[src/rtl/pattern_scan_pkg.sv]
// pattern_scan_pkg: shared FSM state type and default widths for pattern_scan_ctrl
package pattern_scan_pkg;
  typedef enum logic [1:0] {IDLE, WAIT, SHIFT, DONE} state_t;
  localparam int WORD_W_DEF = 8;
  localparam int PAT_W_DEF = 5;
  localparam int CNT_W_DEF = 8;
endpackage

[src/rtl/pattern_scan_ctrl_matcher.sv]
// pattern_matcher: serial bit-history compare against a PAT_W-bit pattern, registered match pulse
//  clk, rst  clock, async active-high reset
//  clr       clears history, fill count and pulse (frame start)
//  bit_in    serial bit, sampled when bit_en is high
//  pattern   pattern; MSB is compared against the oldest bit
//  match     one-cycle pulse the cycle after the completing bit
//  Build option NONOVERLAP_EN: history fill restarts after every match.
module pattern_matcher #(
  parameter int PAT_W = 5
) (
  input  logic             clk,
  input  logic             rst,
  input  logic             clr,
  input  logic             bit_in,
  input  logic             bit_en,
  input  logic [PAT_W-1:0] pattern,
  output logic             match
);
  localparam int FW = $clog2(PAT_W + 1);
  logic [PAT_W-1:0] hist, hist_n;
  logic [FW-1:0] fill, fill_n;
  logic hit;
  always_comb begin
    hist_n = {hist[PAT_W-2:0], bit_in};
    fill_n = (fill == FW'(PAT_W)) ? fill : fill + 1'b1;
    hit = bit_en && fill_n == FW'(PAT_W) && hist_n == pattern;
  end
  always_ff @(posedge clk or posedge rst) begin
    if (rst) begin
      hist <= '0;
      fill <= '0;
      match <= 1'b0;
    end else if (clr) begin
      hist <= '0;
      fill <= '0;
      match <= 1'b0;
    end else begin
      match <= hit;
      if (bit_en) begin
        hist <= hist_n;
`ifdef NONOVERLAP_EN
        fill <= hit ? '0 : fill_n;
`else
        fill <= fill_n;
`endif
      end
    end
  end
endmodule

[src/rtl/pattern_scan_ctrl.sv]
// pattern_scan_ctrl: framed word serialiser driving a programmable serial pattern detector
//  clk, rst           clock, async active-high reset
//  start, pattern     frame start (IDLE only) and pattern latched with it
//  in_valid/in_ready  word handshake; in_ready high only in WAIT
//  in_word, in_last   data word and end-of-frame flag
//  bit_out, bit_valid serial bit (MSB first) presented in SHIFT
//  match_pulse        registered pulse per match
//  match_cnt          saturating match count, held until the next start
//  busy, done         not-IDLE flag; one-cycle end-of-frame pulse
//  Build option NONOVERLAP_EN (in pattern_matcher): non-overlapping detection.
module pattern_scan_ctrl
  import pattern_scan_pkg::*;
#(
  parameter int WORD_W = WORD_W_DEF,
  parameter int PAT_W = PAT_W_DEF,
  parameter int CNT_W = CNT_W_DEF
) (
  input  logic              clk,
  input  logic              rst,
  input  logic              start,
  input  logic [PAT_W-1:0]  pattern,
  input  logic              in_valid,
  output logic              in_ready,
  input  logic [WORD_W-1:0] in_word,
  input  logic              in_last,
  output logic              bit_out,
  output logic              bit_valid,
  output logic              match_pulse,
  output logic [CNT_W-1:0]  match_cnt,
  output logic              busy,
  output logic              done
);
  localparam int BC_W = $clog2(WORD_W);
  state_t state, state_n;
  logic [WORD_W-1:0] word_q;
  logic last_q;
  logic [BC_W-1:0] bitcnt;
  logic [PAT_W-1:0] pat_q;
  logic frame_start;
  always_comb begin
    state_n = state;
    unique case (state)
      IDLE:  state_n = start ? WAIT : IDLE;
      WAIT:  state_n = in_valid ? SHIFT : WAIT;
      SHIFT: state_n = (bitcnt == '0) ? (last_q ? DONE : WAIT) : SHIFT;
      DONE:  state_n = IDLE;
      default: state_n = IDLE;
    endcase
  end
  assign frame_start = state == IDLE && start;
  assign in_ready = state == WAIT;
  assign bit_valid = state == SHIFT;
  assign bit_out = bit_valid & word_q[bitcnt];
  assign busy = state != IDLE;
  assign done = state == DONE;
  always_ff @(posedge clk or posedge rst) begin
    if (rst) begin
      state <= IDLE;
      word_q <= '0;
      last_q <= 1'b0;
      bitcnt <= '0;
      pat_q <= '0;
      match_cnt <= '0;
    end else begin
      state <= state_n;
      if (frame_start) begin
        pat_q <= pattern;
        match_cnt <= '0;
      end else if (match_pulse && match_cnt != '1) begin
        match_cnt <= match_cnt + 1'b1;
      end
      if (state == WAIT && in_valid) begin
        word_q <= in_word;
        last_q <= in_last;
        bitcnt <= BC_W'(WORD_W - 1);
      end else if (state == SHIFT) begin
        bitcnt <= bitcnt - 1'b1;
      end
    end
  end
  pattern_matcher #(.PAT_W(PAT_W)) u_matcher (
    .clk     (clk),
    .rst     (rst),
    .clr     (frame_start),
    .bit_in  (bit_out),
    .bit_en  (bit_valid),
    .pattern (pat_q),
    .match   (match_pulse)
  );
endmodule
[config.mk]
export PLATFORM = sky130hd
export DESIGN_NAME = pattern_scan_ctrl
export DESIGN_NICKNAME = d
export VERILOG_FILES = /design/src/rtl/pattern_scan_pkg.sv /design/src/rtl/pattern_scan_ctrl_matcher.sv /design/src/rtl/pattern_scan_ctrl.sv
export SDC_FILE = /design/constraint.sdc
export NUM_CORES = 1
export LEC_CHECK = 0
export ABC_AREA = 1
export CORE_MARGIN = 2
export CORE_UTILIZATION = 52
export DETAILED_ROUTE_END_ITERATION = 10
export PLACE_DENSITY = 0.78
export SLEW_MARGIN = 0
export SYNTH_ARGS = -nofsm -noshare
export SYNTH_HDL_FRONTEND = slang
export SYNTH_HIERARCHICAL = 1
export SYNTH_SLANG_ARGS = --single-unit
[constraint.sdc]
create_clock -name clk -period 1.4 [get_ports clk]
set_input_delay 0.28 -clock clk [delete_from_list [all_inputs] [get_ports clk]]
set_output_delay 0.28 -clock clk [all_outputs]
set_load 0.02 [all_outputs]
### Yosys cells after proc, flatten, opt, wreduce, memory -nomap -nowiden

Cells that the tools add are included.

* add/subtract/negate cells: 3
* multiply operators: 0
* div/mod/pow operators: 0
* $lt $le $gt $ge: 1
* equality and inequality tests: 7
* shift-type cells: 0
* muxes and demuxes: 17
* bitwise logic cells: 1
* reductions and logical operators: 11

Operators by type and width (number)
* $mux W8: 2
* $mux W3: 5
* $add A8 B1 Y8 const B: 1
* $mux W4: 2
* $ne A8 B8 Y1 const B: 1
* $pmux W2 S4: 1
* $reduce_bool A2 Y1: 4
* $eq A3 B3 Y1 const B: 2
* $mux W2: 3
* $eq A5 B5 Y1: 1
* $logic_and A1 B1 Y1: 5
* $eq A2 B2 Y1 const B: 2
* $lt A3 B4 Y1 const B: 1
* $add A3 B1 Y3 const B: 1
* $bmux W1 S3: 1
* $logic_not A3 Y1: 1
* $mux W1: 3
* $sub A3 B1 Y3 const B: 1
* $eq A2 B1 Y1 const B: 1
* $logic_not A2 Y1: 1
* $and A1 B1 Y1: 1

* register bits: 35
* bits in latches: 0
* bits in writable memories: 0
* memory bits (read-only): 0
* input port bits: 18
* output and inout bits: 14
* word-level logic and storage cells: 49
* memories kept: 0

### Logic depth before layout (Yosys ltp)

Gate-level depths: netlist of run 1.

* depth in word-level cells: 6
* gate-level depth with buffers: 11
* mapped depth without buffers: 11

### By module

The synthesis of run 1 kept the hierarchy.

By module, submodules not included
* pattern_scan_ctrl: instances 1, cells an instance 182, area an instance 1438.9 um^2, sequential area each 675.6 um^2
* pattern_matcher: instances 1, cells an instance 60, area an instance 459.2 um^2, sequential area each 200.2 um^2

### Least setup slack after synthesis of run 1

OpenSTA, ideal clock, no wires.

* path type: reg2reg
* start point: register state[0]
* end point: register u_matcher.match
* setup time: 71 ps
* arrival time: 1569 ps
* data required time: 1329 ps
* slack: -240 ps
* stages on the path, launching flop included: 10
* buffers on the path: 0
* period minus slack after synthesis: 1640 ps
* path through: dfrtp_1 > inv_2 > nand2_1 > inv_2 > nand2_1 > nor2_1 > nand3_1 > nand2_1 > nand3_1 > nor2_1

* word-level cells in the longest chain between the ends: 5
* elaborated cells on any way between the ends: 8
* classes of those cells: eq/ne: 2; mux: 1; bitwise: 1; reduce/logical: 4

Ends and longest elaborated chain
* from (decl): line pattern_scan_ctrl.sv:34 `state_t state, state_n;`
* from (signal assigned): line pattern_scan_ctrl.sv:65 `state <= state_n;`
* $eq A2 B2 Y1: line pattern_scan_ctrl.sv:52 `assign bit_valid = state == SHIFT;`
* via bit_valid: line pattern_scan_ctrl.sv:27 `output logic bit_valid,`
* $and A1 B1 Y1: line pattern_scan_ctrl.sv:53 `assign bit_out = bit_valid & word_q[bitcnt];`
* via bit_out: line pattern_scan_ctrl.sv:26 `output logic bit_out,`
* $eq A5 B5 Y1: line pattern_scan_ctrl_matcher.sv:26 `hit = bit_en && fill_n == FW'(PAT_W) && hist_n == pattern;`
* $logic_and A1 B1 Y1: line pattern_scan_ctrl_matcher.sv:26
* $mux W1: line pattern_scan_ctrl_matcher.sv:33 `end else if (clr) begin`
* to (signal assigned): line pattern_scan_ctrl_matcher.sv:38 `match <= hit;`
* to (decl): line pattern_scan_ctrl_matcher.sv:17 `output logic match`

The timed path passes the listed nets, and every way through them passes these cells.
A chain may end at the register's enable or synchronous reset.

### Worst setup path after layout of run 1

* start point: register bitcnt[0]
* end point: output port bit_out

* word-level cells in the longest chain between the ends: 3

Ends and longest elaborated chain
* from (decl): line pattern_scan_ctrl.sv:37 `logic [BC_W-1:0] bitcnt;`
* from (signal assigned): line pattern_scan_ctrl.sv:75 `bitcnt <= BC_W'(WORD_W - 1);`
* from (signal assigned): line pattern_scan_ctrl.sv:77 `bitcnt <= bitcnt - 1'b1;`
* $bmux W1 S3: line pattern_scan_ctrl.sv:53
* $mux W1 (not written as such): line pattern_scan_ctrl.sv:53
* $and A1 B1 Y1: line pattern_scan_ctrl.sv:53
* to (decl): line pattern_scan_ctrl.sv:26

Every way passes these cells. The select of a mux whose other input is x is not followed.

==> results.toml, run 1 <==
[layout]
nets = 343
finalNonFillerCells = 366
regArea_sq_um = 876
final_common_cell = "nand2_1"
area_growth_pct = 46.6
layout_common_cells = "nand2_1 (72), dfrtp_1 (35), buf_4 (33)"
antenna_cells = 0
fillerInstances = 234
final_layout_size_suffix_gt1_share_pct = 33.8
multiInputGateArea_sq_um = 996

[worst_setup_path]
crit_arrival_ps = 1390
slowest_stage = "dfrtp_1"
crit_required_ps = 1120
path_buf_inv = 2
rr_endpoint = "u_matcher/match"
crit_path_end_kind = "primary output"
cp_top_family = "flip-flops"
endpoint = "bit_out"
r2r_start = "bitcnt[0]"
crit_chain = "inv_2, nand2_1, nand3_1, o21ai_1, nor2_2, nor2_4, buf_6"
worst-r2r-cell-count = 11
r2r_slack_ps = -40
cp_max_fo = 5
crit_start = "bitcnt[0]"
critical_path_depth = 7
start_kind = "flop"
max_stage_delay_ps = 440
path_class = "flop to primary output"

[floorplanning]
start_util_pct = 55.6
core.rowCount = 21
die_h_um = 64.4
die_area_sq_um = 4150
ios = 32
core-area_sq_um = 3420
fp.dieW_um = 64.4

[clocking]
holdBufCountCts = 0
clock_sinks = 35
clock_latency_ps = 350
clk_pin_slew_ps = 110
cts-root-buf = "clkbuf_4"
cts-htree-levels = 2
cts_buffers = 5
cts_tree = "built"
clock_path_buffers = 2

[synthesis]
netlist.area_leader.share_pct = 46.1
synthesis.area_sq_um = 1900
yosysSeqAreaShare_pct = 46.1
synth_cell_types = 28
synth_flop_cell = "dfrtp_1"
synth_top_area_cell = "dfrtp_1"
ys_ff_latch = 35
synth_area_leaders = "dfrtp_1 (46%), nand2_1 (16%), inv_1 (5.5%), nor2_1 (5.3%), nand3_1 (5.0%)"
synth_edf_count = 0
syn-num-nets = 265
synthCells = 242
yosys_warnings = 6
avgSynthCellArea_sq_um = 7.84
async_flop_share_pct = 100

[power]
ir_drop_v = 0.00141
power.density_nw_per_um2 = 1890
p_leak_nw = 1.45

[sta]
rsz0062_at_grt = "true"
worst_pin_slew_ps = 310
maxSlewHeadroom_pct = 79.3
finalCritPeriodShare_pct = 119
fin_crit_ps = 1670
finalSetupViolCount = 9
hold_viol_final = 0
fin_skew_ps = 14.0
timing.final.ws_setup_ps = -269
drv_slew = 0
max_freq_mhz = 599

[placed_design]
dp_hpwl_mm = 3.08
portBuffers = 31
dpl.cell_count = 347
globalplace.congestion = 0.863
dp_slack_ps = -396

[run_status]
violations = "setup timing"
outcome = "finished, violations left"

[global_routing]
grtUsageTotal_pct = 24.9
grt_max_degree = 28
grt_pass1_vias = 1806
grt_overflow = 0
grt_pass1_wl_mm = 7.94
antenna_found_initial = 0

[drt]
routed_via_density = 5.16
firstDrtPassIters = 5
drc_errors = 0
vias = 1887
wl_per_cell_um = 13.9
drt_iter0_drc = 141
wl_mm = 5.10
ant_nets = 0

[job]
max-cap-violations = 0

[worst_hold_path]
hold_path_class = "primary input to async pin"
## how the worst min path moves through the flow
stage	to	cells past startpoint	slack (ps)
finish	u_matcher/match	2	190
global route	u_matcher/hist[0]	2	230
CTS	u_matcher/match	2	190
detailed placement	pat_q[0]	2	470
global placement	pat_q[0]	2	460
floorplan	u_matcher/fill[0]	1	100
## registers in the layout (all words and copies together), names as in the netlist
| signal | cells |
|---|---|
| bitcnt | 3 |
| u_matcher/hist | 4 |
| last_q | 1 |
| state | 2 |
| match_cnt | 8 |
| word_q | 8 |
| u_matcher/fill | 3 |
| u_matcher/match | 1 |
| pat_q | 5 |
## synth_stat cells, types with 3 or more instances
cell type  number
o21ai_2         7
inv_1          28
nand2_4         4
inv_2           5
o22ai_1         3
o21ai_0         8
nand2_1        79
nor2_1         27
ha_1            5
nand3_1        19
dfrtp_1        35
## per-stage QoR
step	utilization, %	TNS, ps	area, sq um	hold WS (ps)	total power [mW]
after floorplan	-	0	1910	95.7	3.06
after detailed placement	73.0	-1310	2490	471	4.06
after CTS	78.2	-588	2670	190	4.92
after global routing	81.5	-1490	2780	227	5.66
final	81.5	-600	2780	186	5.27
after global placement	73.0	-1010	2490	464	3.98
## layer usage
layer  routed length (um)  vias to the layer above  global-route usage, %
li1                     -                      919                      -
met1                 2110                      905                   30.5
met2                 2650                       45                   41.7
met3                  181                       18                   6.60
met4                  159                        0                   10.6
met5                    0                        -                      0
## layout make-up
type / instances / area share [%]
Inverter: 36 / 5.58
Clock inverter: 1 / 0.180
Tap cell: 46 / 2.07
Clock buffer: 6 / 1.84
Multi-Input combinational cell: 170 / 35.8
Timing Repair Buffer: 72 / 23.1
Sequential cell: 35 / 31.5
## report_power, final
group          switching [mW]  internal (mW)  total [mW]
registers               0.283           1.37        1.65
clock network           0.331          0.232       0.563
logic                    1.63           1.42        3.05
total                    2.24           3.02        5.27
## kinds of logic after synthesis
logic type | share of synthesized area (%)
AOI/OAI and AO/OA | 8.57
xor gates and xnor gates | 0.923
adders and majority gates | 3.30
buffers and inverters | 8.77
DFF | 46.1
and+or+nand+nor | 32.3
## repair_timing
| item | CTS | global route |
|---|---|---|
| cloned | 1 | 0 |
| buffers inserted | 10 | 4 |
| resized for setup | 57 | 40 |
| endpoints found under the setup margin | 21 | 30 |
| pin swaps | 8 | 10 |
(Power assumes the default switching activity.)
==> run 2, diff against run 1 <==
--- a/config.mk
+++ b/config.mk
@@ -9,7 +9,7 @@
 export CORE_MARGIN = 2
 export CORE_UTILIZATION = 52
 export DETAILED_ROUTE_END_ITERATION = 10
-export PLACE_DENSITY = 0.78
+export PLACE_DENSITY = 0.84
 export SLEW_MARGIN = 0
 export SYNTH_ARGS = -nofsm -noshare
 export SYNTH_HDL_FRONTEND = slang
==> results.toml, run 2 (synthesis gave the netlist of run 1 again) <==
[run_status]
outcome = "finished, violations left"
violations = "setup timing"

[clocking]
clock_path_buffers = 2
clock_sinks = 35
cts_tree = "built"
cts_buffers = 5
clock_latency_ps = 350
cts-htree-levels = 2
cts-root-buf = "clkbuf_4"
clk_pin_slew_ps = 110

[floorplanning]
ios = 32
die_area_sq_um = 4150
die_h_um = 64.4
core.rowCount = 21
start_util_pct = 55.6
core-area_sq_um = 3420
fp.dieW_um = 64.4

[worst_setup_path]
cp_max_fo = 5
crit_arrival_ps = 1430
crit_chain = "inv_2, nor2_1, o21ai_2, nor2_2, nor2_4, buf_6"
crit_path_end_kind = "primary output"
path_class = "flop to primary output"
slowest_stage = "dfrtp_1"
crit_required_ps = 1120
worst-r2r-cell-count = 12
rr_endpoint = "u_matcher/match"
r2r_slack_ps = -150
crit_start = "bitcnt[0]"
max_stage_delay_ps = 440
start_kind = "flop"
r2r_start = "bitcnt[0]"
endpoint = "bit_out"

[power]
p_total_mw = 5.26
power.density_nw_per_um2 = 1920
switchingPower_mw = 2.22
ir_drop_v = 0.00116
p_leak_nw = 1.40
p_comb_share_pct = 56.6
p_int_mw = 3.04
swShare_pct = 42.2
power_frac_clock_pct = 12.3
p_seq_share_pct = 31.1

[layout]
design_area_sq_um = 2740
nets = 338
antenna_cells = 0
multiInputGateArea_sq_um = 965
final_common_cell = "nand2_1"
area_growth_pct = 44.3
fillerInstances = 212
finalNonFillerCells = 362
final_layout_size_suffix_gt1_share_pct = 32.0
regArea_sq_um = 876
layout_common_cells = "nand2_1 (71), dfrtp_1 (35), buf_4 (28)"
final_util_pct = 80.2
biggestRegsByFlops = "match_cnt: 8 flops, word_q: 8 flops, pat_q: 5 flops"

[placed_design]
portBuffers = 31
placed_cell_area_sq_um = 2490
globalplace.congestion = 0.833
dpl.cell_count = 347
dp_hpwl_mm = 3.17
dp_slack_ps = -442

[drt]
routed_via_density = 5.09
firstDrtPassIters = 4
wl_mm = 4.74
drc_errors = 0
vias = 1843
wl_per_cell_um = 13.1
drt_iter0_drc = 116
ant_nets = 0

[sta]
fin_crit_ps = 1710
timing.final.ws_setup_ps = -312
maxSlewHeadroom_pct = 78.4
fin_skew_ps = 9.53
worst_pin_slew_ps = 324
finalSetupViolCount = 6
rsz0062_at_grt = "true"
hold_viol_final = 0
finalCritPeriodShare_pct = 122
max_freq_mhz = 584
drv_slew = 0

[global_routing]
grt_overflow = 0
grt_pass1_vias = 1705
antenna_found_initial = 0
grtUsageTotal_pct = 24.3
grt_pass1_wl_mm = 7.71
grt_max_degree = 28

[worst_hold_path]
hold_path_class = "primary input to async pin"

[job]
max-cap-violations = 0
run 2: cell types whose count changed in the layout (fill, tap and decap cells not counted), moves of 2 or more:
cell	change
o21ai_2	+2
o21ai_1	-2
nand2_2	+3
nor2_1	+2
buf_4	-5
o22ai_1	+3
nand2_4	-3
o22ai_2	-3
run 2: worst max-delay path: cells and delay by family (launching register included):
kind,cells,cell delay [ps]
flops,1,440
simple gates,3,260
buf+inv,2,250
compound gates,1,140
run 2: worst min-delay path by stage:
stage	cells after the start	start	slack (ps)	endpoint
after floorplan	1	rst	100	u_matcher/fill[0]
after global placement	2	pat_q[0]	460	pat_q[0]
after detailed placement	2	pat_q[0]	470	pat_q[0]
after CTS	2	rst	200	u_matcher/hist[1]
after global routing	2	rst	200	u_matcher/hist[1]
final	2	rst	200	u_matcher/hist[1]
run 2: layout make-up:
cell class,instances,share of cell area (%)
sequential,35,32.0
timing repair buffer,67,22.2
clock buffer,8,2.51
tap,46,2.10
multi-input combinational,170,35.2
inverter,36,6.03
run 2: through the flow:
stage	hold slack, ps	TNS (ps)
final	204	-620
after detailed placement	467	-1410
after CTS	204	-670
after floorplan	95.7	0
after global routing	198	-1350
after global placement	465	-1080
run 2: power by group through the flow:
stage | logic [mW] | clock network, mW | registers (mW)
after floorplan | 1.43 | 0 | 1.63
after global placement | 2.37 | 0 | 1.60
after detailed placement | 2.45 | 0 | 1.62
after CTS | 2.62 | 0.654 | 1.62
after global routing | 3.28 | 0.714 | 1.68
final | 2.98 | 0.645 | 1.64
run 2: layer usage:
metal  vias to the layer above  wire length, um  track usage, %
met2                        55             2490            39.6
li1                        901                -               -
met1                       876             1920            31.4
met3                        11              244            6.25
met5                         -                0               0
met4                         0               85            9.04
run 2: repair_timing:
action                     CTS  global route
pin swaps                    9            17
resized for setup           57            40
hold buffers                 0             0
gates cloned                 1             0
buffers inserted             4             6
setup endpoints to repair   19            27
==> run 3, diff against run 2 <==
--- a/config.mk
+++ b/config.mk
@@ -9,6 +9,7 @@
 export CORE_MARGIN = 2
 export CORE_UTILIZATION = 52
 export DETAILED_ROUTE_END_ITERATION = 10
+export HOLD_SLACK_MARGIN = 0.1
 export PLACE_DENSITY = 0.84
 export SLEW_MARGIN = 0
 export SYNTH_ARGS = -nofsm -noshare
==> results of run 3 <==
Final layout, timing and power as in run 2 (identical DEF).
